## src/rtl/redmule_w_buffer_ctrl_if.sv

```systemverilog
// Handshake and address bundle between the W-buffer sequencer and its
// surroundings: the W streamer (valid/ready, write strobe/row), the buffer
// storage (clear, read addresses) and the engine row-feed (read ready,
// read strobe, rdata valid).
//   master : the sequencer (drives strobes, addresses, w_ready, rd_valid)
//   slave  : streamer/buffer/engine side (drives w_valid, rd_ready)
interface redmule_w_buffer_ctrl_if #(
    parameter int ROWS = 4,
    parameter int COLS = 4,
    parameter int ELMS = 2
);
    localparam int RW = (ROWS > 1) ? $clog2(ROWS) : 1;
    localparam int CW = (COLS > 1) ? $clog2(COLS) : 1;
    localparam int EW = (ELMS > 1) ? $clog2(ELMS) : 1;

    logic                     w_valid;
    logic                     w_ready;
    logic                     write_en;
    logic [RW-1:0]            write_addr;
    logic                     clear;
    logic                     rd_ready;
    logic                     read_en;
    logic [EW-1:0]            elms_read_addr;
    logic [CW-1:0]            cols_read_offs;
    logic [ROWS-1:0][RW-1:0]  rows_read_addr;
    logic                     rd_valid;

    modport master (
        input  w_valid, rd_ready,
        output w_ready, write_en, write_addr, clear,
               read_en, elms_read_addr, cols_read_offs, rows_read_addr, rd_valid
    );

    modport slave (
        output w_valid, rd_ready,
        input  w_ready, write_en, write_addr, clear,
               read_en, elms_read_addr, cols_read_offs, rows_read_addr, rd_valid
    );
endinterface

```

## src/rtl/redmule_w_buffer_ctrl.sv

```systemverilog
// Sequencer for the RedMulE W-operand buffer. A tile is: clear the buffer,
// load ROWS row-words from the W streamer, wait one cycle for the last latch
// row to commit, then replay the tile reps times (element index innermost,
// then column offset, then pass) toward the engine.
// Ports:
//   clk_i    clock, rising edge
//   rst_i    synchronous active-high reset
//   clear_i  synchronous abort (reset effect plus clear pulse on wbuf.clear)
//   start_i  start a tile, sampled only when idle
//   reps_i   replay count, sampled with start_i (0 behaves as 1)
//   busy_o   high whenever a tile is in progress
//   done_o   one-cycle pulse at tile end
//   wbuf     streamer/buffer/engine handshake and address bundle
module redmule_w_buffer_ctrl #(
    parameter int ROWS   = 4,
    parameter int COLS   = 4,
    parameter int ELMS   = 2,
    parameter int REPS_W = 8
) (
    input  logic              clk_i,
    input  logic              rst_i,
    input  logic              clear_i,
    input  logic              start_i,
    input  logic [REPS_W-1:0] reps_i,
    output logic              busy_o,
    output logic              done_o,
    redmule_w_buffer_ctrl_if.master wbuf
);
    localparam int RW = (ROWS > 1) ? $clog2(ROWS) : 1;
    localparam int CW = (COLS > 1) ? $clog2(COLS) : 1;
    localparam int EW = (ELMS > 1) ? $clog2(ELMS) : 1;

    typedef enum logic [2:0] {
        IDLE  = 3'd0,
        CLEAR = 3'd1,
        LOAD  = 3'd2,
        GAP   = 3'd3,
        READ  = 3'd4,
        DONE  = 3'd5
    } state_e;

    state_e              state_r;
    logic [REPS_W-1:0]   reps_q_r;
    logic [RW-1:0]       wcnt_r;
    logic [EW-1:0]       ecnt_r;
    logic [CW-1:0]       ccnt_r;
    logic [REPS_W-1:0]   pcnt_r;
    logic                busy_r;
    logic                done_r;
    logic                clr_st_r;
    logic                rd_valid_r;

    logic                w_ready_s;
    logic                write_en_s;
    logic                read_en_s;
    logic                last_wr_s;
    logic                e_wrap_s;
    logic                c_wrap_s;
    logic                last_rd_s;

    // Handshake strobes and wrap/last-beat detection from state and counters.
    always_comb begin
        w_ready_s  = 1'b0;
        read_en_s  = 1'b0;
        if (state_r == LOAD) begin
            w_ready_s = 1'b1;
        end else begin
            w_ready_s = 1'b0;
        end
        if (state_r == READ) begin
            read_en_s = wbuf.rd_ready;
        end else begin
            read_en_s = 1'b0;
        end
        write_en_s = wbuf.w_valid & w_ready_s;
        last_wr_s  = (wcnt_r == RW'(ROWS - 1));
        e_wrap_s   = (ecnt_r == EW'(ELMS - 1));
        c_wrap_s   = (ccnt_r == CW'(COLS - 1));
        last_rd_s  = e_wrap_s & c_wrap_s & (pcnt_r == (reps_q_r - REPS_W'(1)));
    end

    // Sequencer FSM, address counters, status flags and rdata-valid pipeline.
    always_ff @(posedge clk_i) begin
        if (rst_i || clear_i) begin
            state_r    <= IDLE;
            reps_q_r   <= REPS_W'(1);
            wcnt_r     <= '0;
            ecnt_r     <= '0;
            ccnt_r     <= '0;
            pcnt_r     <= '0;
            busy_r     <= 1'b0;
            done_r     <= 1'b0;
            clr_st_r   <= 1'b0;
            rd_valid_r <= 1'b0;
        end else begin
            rd_valid_r <= read_en_s;
            case (state_r)
                IDLE: begin
                    done_r <= 1'b0;
                    if (start_i) begin
                        reps_q_r <= (reps_i == '0) ? REPS_W'(1) : reps_i;
                        state_r  <= CLEAR;
                        busy_r   <= 1'b1;
                        clr_st_r <= 1'b1;
                    end else begin
                        busy_r   <= 1'b0;
                        clr_st_r <= 1'b0;
                    end
                end
                CLEAR: begin
                    wcnt_r   <= '0;
                    ecnt_r   <= '0;
                    ccnt_r   <= '0;
                    pcnt_r   <= '0;
                    clr_st_r <= 1'b0;
                    state_r  <= LOAD;
                end
                LOAD: begin
                    if (write_en_s) begin
                        wcnt_r <= wcnt_r + RW'(1);
                        if (last_wr_s) begin
                            state_r <= GAP;
                        end
                    end
                end
                // Latch rows land one cycle after write_en; give the last one time.
                GAP: begin
                    state_r <= READ;
                end
                READ: begin
                    if (read_en_s) begin
                        ecnt_r <= ecnt_r + EW'(1);
                        if (e_wrap_s) begin
                            ccnt_r <= ccnt_r + CW'(1);
                            if (c_wrap_s) begin
                                pcnt_r <= pcnt_r + REPS_W'(1);
                            end
                        end
                        if (last_rd_s) begin
                            state_r <= DONE;
                            done_r  <= 1'b1;
                        end
                    end
                end
                DONE: begin
                    done_r  <= 1'b0;
                    busy_r  <= 1'b0;
                    state_r <= IDLE;
                end
                default: begin
                    state_r  <= IDLE;
                    busy_r   <= 1'b0;
                    done_r   <= 1'b0;
                    clr_st_r <= 1'b0;
                end
            endcase
        end
    end

    assign busy_o              = busy_r;
    assign done_o              = done_r;
    assign wbuf.w_ready        = w_ready_s;
    assign wbuf.write_en       = write_en_s;
    assign wbuf.write_addr     = wcnt_r;
    // The abort must reach the buffer in the same cycle it is requested.
    assign wbuf.clear          = clear_i | clr_st_r;
    assign wbuf.read_en        = read_en_s;
    assign wbuf.elms_read_addr = ecnt_r;
    assign wbuf.cols_read_offs = ccnt_r;
    assign wbuf.rd_valid       = rd_valid_r;

    // Each buffer row reads its own index; the column skew is applied downstream.
    for (genvar r = 0; r < ROWS; r++) begin : g_rows
        assign wbuf.rows_read_addr[r] = RW'(r);
    end
endmodule

```

## src/flat_wrapper.sv

```systemverilog
// flat-port wrapper written by rule: the top's interface ports become plain ports
module redmule_w_buffer_ctrl_flat 
#(
    parameter int ROWS   = 4,
    parameter int COLS   = 4,
    parameter int ELMS   = 2,
    parameter int REPS_W = 8
)
  (clk_i, rst_i, clear_i, start_i, reps_i, busy_o, done_o, wbuf_w_valid, wbuf_rd_ready, wbuf_w_ready, wbuf_write_en, wbuf_write_addr, wbuf_clear, wbuf_read_en, wbuf_elms_read_addr, wbuf_cols_read_offs, wbuf_rows_read_addr, wbuf_rd_valid);
  redmule_w_buffer_ctrl_if #(.ROWS(ROWS), .COLS(COLS), .ELMS(ELMS)) wbuf_i ();
  input  logic clk_i;
  input  logic rst_i;
  input  logic clear_i;
  input  logic start_i;
  input  logic [REPS_W-1:0] reps_i;
  output logic busy_o;
  output logic done_o;
  input wire logic [$bits(wbuf_i.w_valid)-1:0] wbuf_w_valid;
  input wire logic [$bits(wbuf_i.rd_ready)-1:0] wbuf_rd_ready;
  output wire logic [$bits(wbuf_i.w_ready)-1:0] wbuf_w_ready;
  output wire logic [$bits(wbuf_i.write_en)-1:0] wbuf_write_en;
  output wire logic [$bits(wbuf_i.write_addr)-1:0] wbuf_write_addr;
  output wire logic [$bits(wbuf_i.clear)-1:0] wbuf_clear;
  output wire logic [$bits(wbuf_i.read_en)-1:0] wbuf_read_en;
  output wire logic [$bits(wbuf_i.elms_read_addr)-1:0] wbuf_elms_read_addr;
  output wire logic [$bits(wbuf_i.cols_read_offs)-1:0] wbuf_cols_read_offs;
  output wire logic [$bits(wbuf_i.rows_read_addr)-1:0] wbuf_rows_read_addr;
  output wire logic [$bits(wbuf_i.rd_valid)-1:0] wbuf_rd_valid;
  assign wbuf_i.w_valid = wbuf_w_valid;
  assign wbuf_i.rd_ready = wbuf_rd_ready;
  assign wbuf_w_ready = wbuf_i.w_ready;
  assign wbuf_write_en = wbuf_i.write_en;
  assign wbuf_write_addr = wbuf_i.write_addr;
  assign wbuf_clear = wbuf_i.clear;
  assign wbuf_read_en = wbuf_i.read_en;
  assign wbuf_elms_read_addr = wbuf_i.elms_read_addr;
  assign wbuf_cols_read_offs = wbuf_i.cols_read_offs;
  assign wbuf_rows_read_addr = wbuf_i.rows_read_addr;
  assign wbuf_rd_valid = wbuf_i.rd_valid;
  redmule_w_buffer_ctrl #(.ROWS(ROWS), .COLS(COLS), .ELMS(ELMS), .REPS_W(REPS_W)) u_core (.clk_i(clk_i), .rst_i(rst_i), .clear_i(clear_i), .start_i(start_i), .reps_i(reps_i), .busy_o(busy_o), .done_o(done_o), .wbuf(wbuf_i));
endmodule
```

## config.mk

```make
export PLATFORM = sky130hd
export DESIGN_NAME = redmule_w_buffer_ctrl_flat
export DESIGN_NICKNAME = d
export VERILOG_FILES = /design/src/rtl/redmule_w_buffer_ctrl_if.sv /design/src/rtl/redmule_w_buffer_ctrl.sv /design/src/flat_wrapper.sv
export SDC_FILE = /design/constraint.sdc
export NUM_CORES = 1
export LEC_CHECK = 0
export CORE_ASPECT_RATIO = 1.2
export CORE_MARGIN = 2
export CORE_UTILIZATION = 30
export CTS_BUF_LIST = sky130_fd_sc_hd__clkbuf_16
export CTS_CLUSTER_DIAMETER = 30
export DETAILED_ROUTE_END_ITERATION = 16
export GPL_TIMING_DRIVEN = 0
export PLACE_DENSITY = 0.57
export SLEW_MARGIN = 20
export SYNTH_ARGS = -nofsm -noshare
export SYNTH_HDL_FRONTEND = slang
export SYNTH_SLANG_ARGS = --single-unit
```

## constraint.sdc

```tcl
create_clock -name clk_i -period 2.1 [get_ports clk_i]
set_input_delay 0.63 -clock clk_i [delete_from_list [all_inputs] [get_ports clk_i]]
set_output_delay 0.63 -clock clk_i [all_outputs]
set_load 0.1 [all_outputs]
```

==> results.rst <==
.. list-table::
   :header-rows: 1

   * - Metric
     - Value
   * - Vias
     - roughly 1600
   * - CP Launch Type
     - flop
   * - Maximum capacitance violations
     - 0
   * - TritonCTS clock tree
     - built
   * - TritonCTS Buffers
     - 3
   * - Worst slew margin relative to its limit
     - roughly 37%
   * - Sequential power share
     - 45.0%
   * - CTS clk-pin slew, worst paths
     - around 0.07 ns
   * - CTS H-tree depth
     - 1
   * - Via count of the first global-routing pass
     - ~1500
   * - Post-Route Utilization
     - between 40% and 50%
   * - Stage delay of the slowest cell on the critical path
     - around 0.82 ns
   * - Vias per inst
     - 5.08
   * - Post-route minimum period
     - 2.07 ns
   * - WP depth
     - 1
   * - Length of the first detailed-routing pass in iterations
     - 4
   * - CTS max path bufs
     - 2
   * - Proportion of total power due to net switching
     - between 20 and 30%
   * - Number of pins exceeding their max-slew limit in the final report
     - 0
   * - Core region area
     - between 5000 and 6000 um2
   * - Die Span X
     - roughly 70 um
   * - Type of the worst setup path
     - flop to output pin
   * - Number of top-level pins
     - 34
   * - Largest area contributor in the netlist
     - dfxtp_1
   * - Depth of the most critical reg-to-reg path
     - 5
   * - Source-to-sink clock delay at the later pin of the worst-skew pair
     - about 0.26 ns
   * - Clk sinks
     - 28
   * - Total number of nets in the final design
     - about 270
   * - Routing layer with the top usage in global route
     - met2
   * - Antenna diode count
     - 0
   * - Mapped cell area
     - between 1500 and 2000 um2
   * - Buffers added on ports
     - 25
   * - Relative contribution of combinational cells to total power
     - between 10% and 20%
   * - IR Drop Worst-Case VDD
     - around 0.27 mV
   * - All-Layer GR Usage
     - 14.0%
   * - Total placed cells including tap cells
     - between 300 and 400
   * - Post-Synthesis Mean Instance Area
     - 7.80 um2
   * - Die area
     - 6180 um2
   * - Number of synthesized flops with an enable pin
     - 0
   * - Final Cycle Share
     - a little under 100%
   * - Setup repair after global routing missed its margin
     - false
   * - Pin count of the biggest net entering global routing
     - 15
   * - Worst hold-check slack
     - 0.488 ns
   * - Crit path cell chain
     - clkdlybuf4s15_1
   * - HP Class
     - flop to flop
   * - Slowest-stage cell, CP
     - clkdlybuf4s15_1
   * - Number of standard cells after synthesis
     - approximately 210
   * - Quantity of hold-fixing buffers added after cts
     - 0
   * - Met1 Use GR
     - between 15 and 20%
   * - Most common cell in the synthesized netlist
     - nand2_1
   * - Number of cell rows
     - 29
   * - Largest driver fanout on the critical path
     - 4
   * - Finished Layout Cells
     - a little over 300
   * - Total Negative Setup Slacks
     - 0 ns
   * - P_int
     - 0.874 mW
   * - Top cells by count, synth
     - nand2_1 (32), dfxtp_1 (28), a21oi_1 (19)
   * - Yosys warns
     - 0
   * - Buffer cell driving the clock tree root
     - clkbuf_16
   * - Maximum operating frequency
     - a little under 0.5 GHz
   * - RD Place Congestion
     - 0.789
   * - Final Skew
     - between 0.002 and 0.003 ns
   * - Buffers & Inverters on Critical Path
     - 1
   * - Final HPWL from detailed placement
     - between 3000 and 4000 um
   * - Total count of hold-check failures in the final report
     - 0
   * - Clock group share of total power
     - ~36%
   * - P_leak
     - a little over 0.8 nW
   * - Arrival @ worst endpoint
     - between 1 and 1.5 ns
   * - Wire length of the first global-routing pass
     - 7040 um
   * - FF+latch count, synth
     - 28
   * - Final setup viols
     - 0
   * - Synth area leaders
     - dfxtp_1 (34%), nand2_1 (7.2%), xnor2_1 (6.8%), a21oi_1 (5.7%), nor2_1 (4.0%)
   * - Cell depth of the worst min-delay path
     - 2
   * - Switching power summed over all nets
     - 0.355 mW
   * - Drt initial violations
     - 67
   * - Overflow left after global routing
     - 0
   * - Crit end category
     - output pin
   * - Area share of the leading cell type in the synthesized netlist
     - around a third
   * - Average wire length per cell after detail routing
     - about 13 um
   * - Outcome
     - finished, final reports clean
   * - Required time at the worst-slack endpoint
     - 1.47 ns
   * - Sequential fraction of the synthesis area
     - between 30% and 40%
   * - Initial antenna violation count
     - 0
   * - Power per Cell Area
     - approximately 570 nW/um2
   * - Effective utilization at floorplan
     - between 30% and 40%
   * - Final antenna-violating net count
     - 0
   * - Main synth FF type
     - dfxtp_1
   * - Drt drc
     - 0
   * - Total routed wirelength
     - ~4000 um
   * - P&R area growth vs syn
     - 29.8%
   * - Number of filler cells placed in the layout
     - around 580
   * - Layout cells sized above 1
     - about 19%
   * - Met2 usage
     - between 20% and 30%
   * - Met3 GRT Util
     - under 10%
   * - Fraction of registers with async set or reset after synthesis
     - 0%
   * - Transition at the pin with the smallest max-transition slack
     - 0.953 ns
   * - Post-synth cell types
     - 45
   * - Die Y
     - 85.7 um
   * - Cell type group with the largest total delay on the critical path
     - buffers and inverters
==> cell usage in the layout (no fill, tap or decap), types with 5 or more instances in the layout <==
cell and instances:
o21ai_0 8, clkdlybuf4s50_1 10, nand2b_1 5, nand4_1 5, nor4_1 7, buf_4 10, a21oi_1 19, conb_1 8
dfxtp_1 24, xnor2_1 13, nand2_1 31, nor2_1 15, nor3_1 5, inv_1 5
==> power groups by stage <==
stage | sequential (mW) | clock [mW] | combinational [mW]
6_report | 0.553 | 0.438 | 0.237
5_1_grt | 0.555 | 0.461 | 0.255
4_1_cts | 0.550 | 0.441 | 0.235
3_5_place_dp | 0.561 | 0 | 0.230
3_3_place_gp | 0.561 | 0 | 0.230
2_1_floorplan | 0.566 | 0 | 0.167
==> cell type report <==
| class | count | area (um2) | area share [%] |
|---|---|---|---|
| Buffer | 15 | 92.6 | 4.27 |
| Sequential cell | 28 | 566 | 26.1 |
| Timing Repair Buffer | 27 | 273 | 12.6 |
| Multi-Input combinational cell | 170 | 1060 | 49.1 |
| Inverter | 5 | 18.8 | 0.866 |
| Clock buffer | 3 | 75.1 | 3.46 |
| Tap cell | 62 | 77.6 | 3.58 |
==> state kept, by name (all words and copies together) (netlist names) <==
| register | cells |
|---|---|
| u_core.wbuf.rd_valid | 1 |
| u_core.pcnt_r | 8 |
| u_core.clr_st_r | 1 |
| u_core.reps_q_r | 8 |
| u_core.state_r | 3 |
| u_core.wbuf.elms_read_addr | 1 |
| u_core.done_o | 1 |
| u_core.busy_o | 1 |
| u_core.wbuf.write_addr | 2 |
| u_core.wbuf.cols_read_offs | 2 |
==> cell families after synthesis <==
family / after synthesis / synth area share, %
simple gates: 96 / 30.0
compound gates: 44 / 16.5
flops: 28 / 33.6
buf+inv: 22 / 6.75
xor+xnor: 16 / 8.40
fa+ha+maj: 4 / 3.00
other cells: 2 / 0.450
mux: 2 / 1.35
==> per-stage QoR <==
step / area [um2] / power [mW] / setup slack, ns
detailed placement: 2030 / 0.791 / -1.15
global route: 2170 / 1.27 / 0.00169
global placement: 2030 / 0.791 / -1.15
finish: 2170 / 1.23 / 0.0267
floorplan: 1710 / 0.733 / 0.0444
CTS: 2140 / 1.23 / -0.00572
==> path summary, 6_finish.rpt <==
kind,slack [ns],from,endpoint
min reg2reg,0.49,u_core.done_o,u_core.done_o
max,0.03,u_core.wbuf.cols_read_offs[0],wbuf_cols_read_offs[0]
max reg2reg,0.12,u_core.reps_q_r[0],u_core.state_r[0]
min,0.49,u_core.done_o,u_core.done_o
==> routing by layer <==
layer	wire (um)	up-vias
met5	0	-
met4	59	0
met3	162	4
met2	2000	26
met1	1780	738
li1	-	808
==> tightest hold or removal path: cells and delay by family, from the launching register on <==
kind	cells	cell delay, ns
compound gates	1	0.05
simple gates	1	0.07
flops	1	0.33
==> repair_timing <==
action,in CTS,in global routing
gates resized for setup,61,10
buffers inserted,0,2
pin swaps,1,1
endpoints found under the setup margin,18,21
No activity file was read; power rests on OpenSTA's default activity.
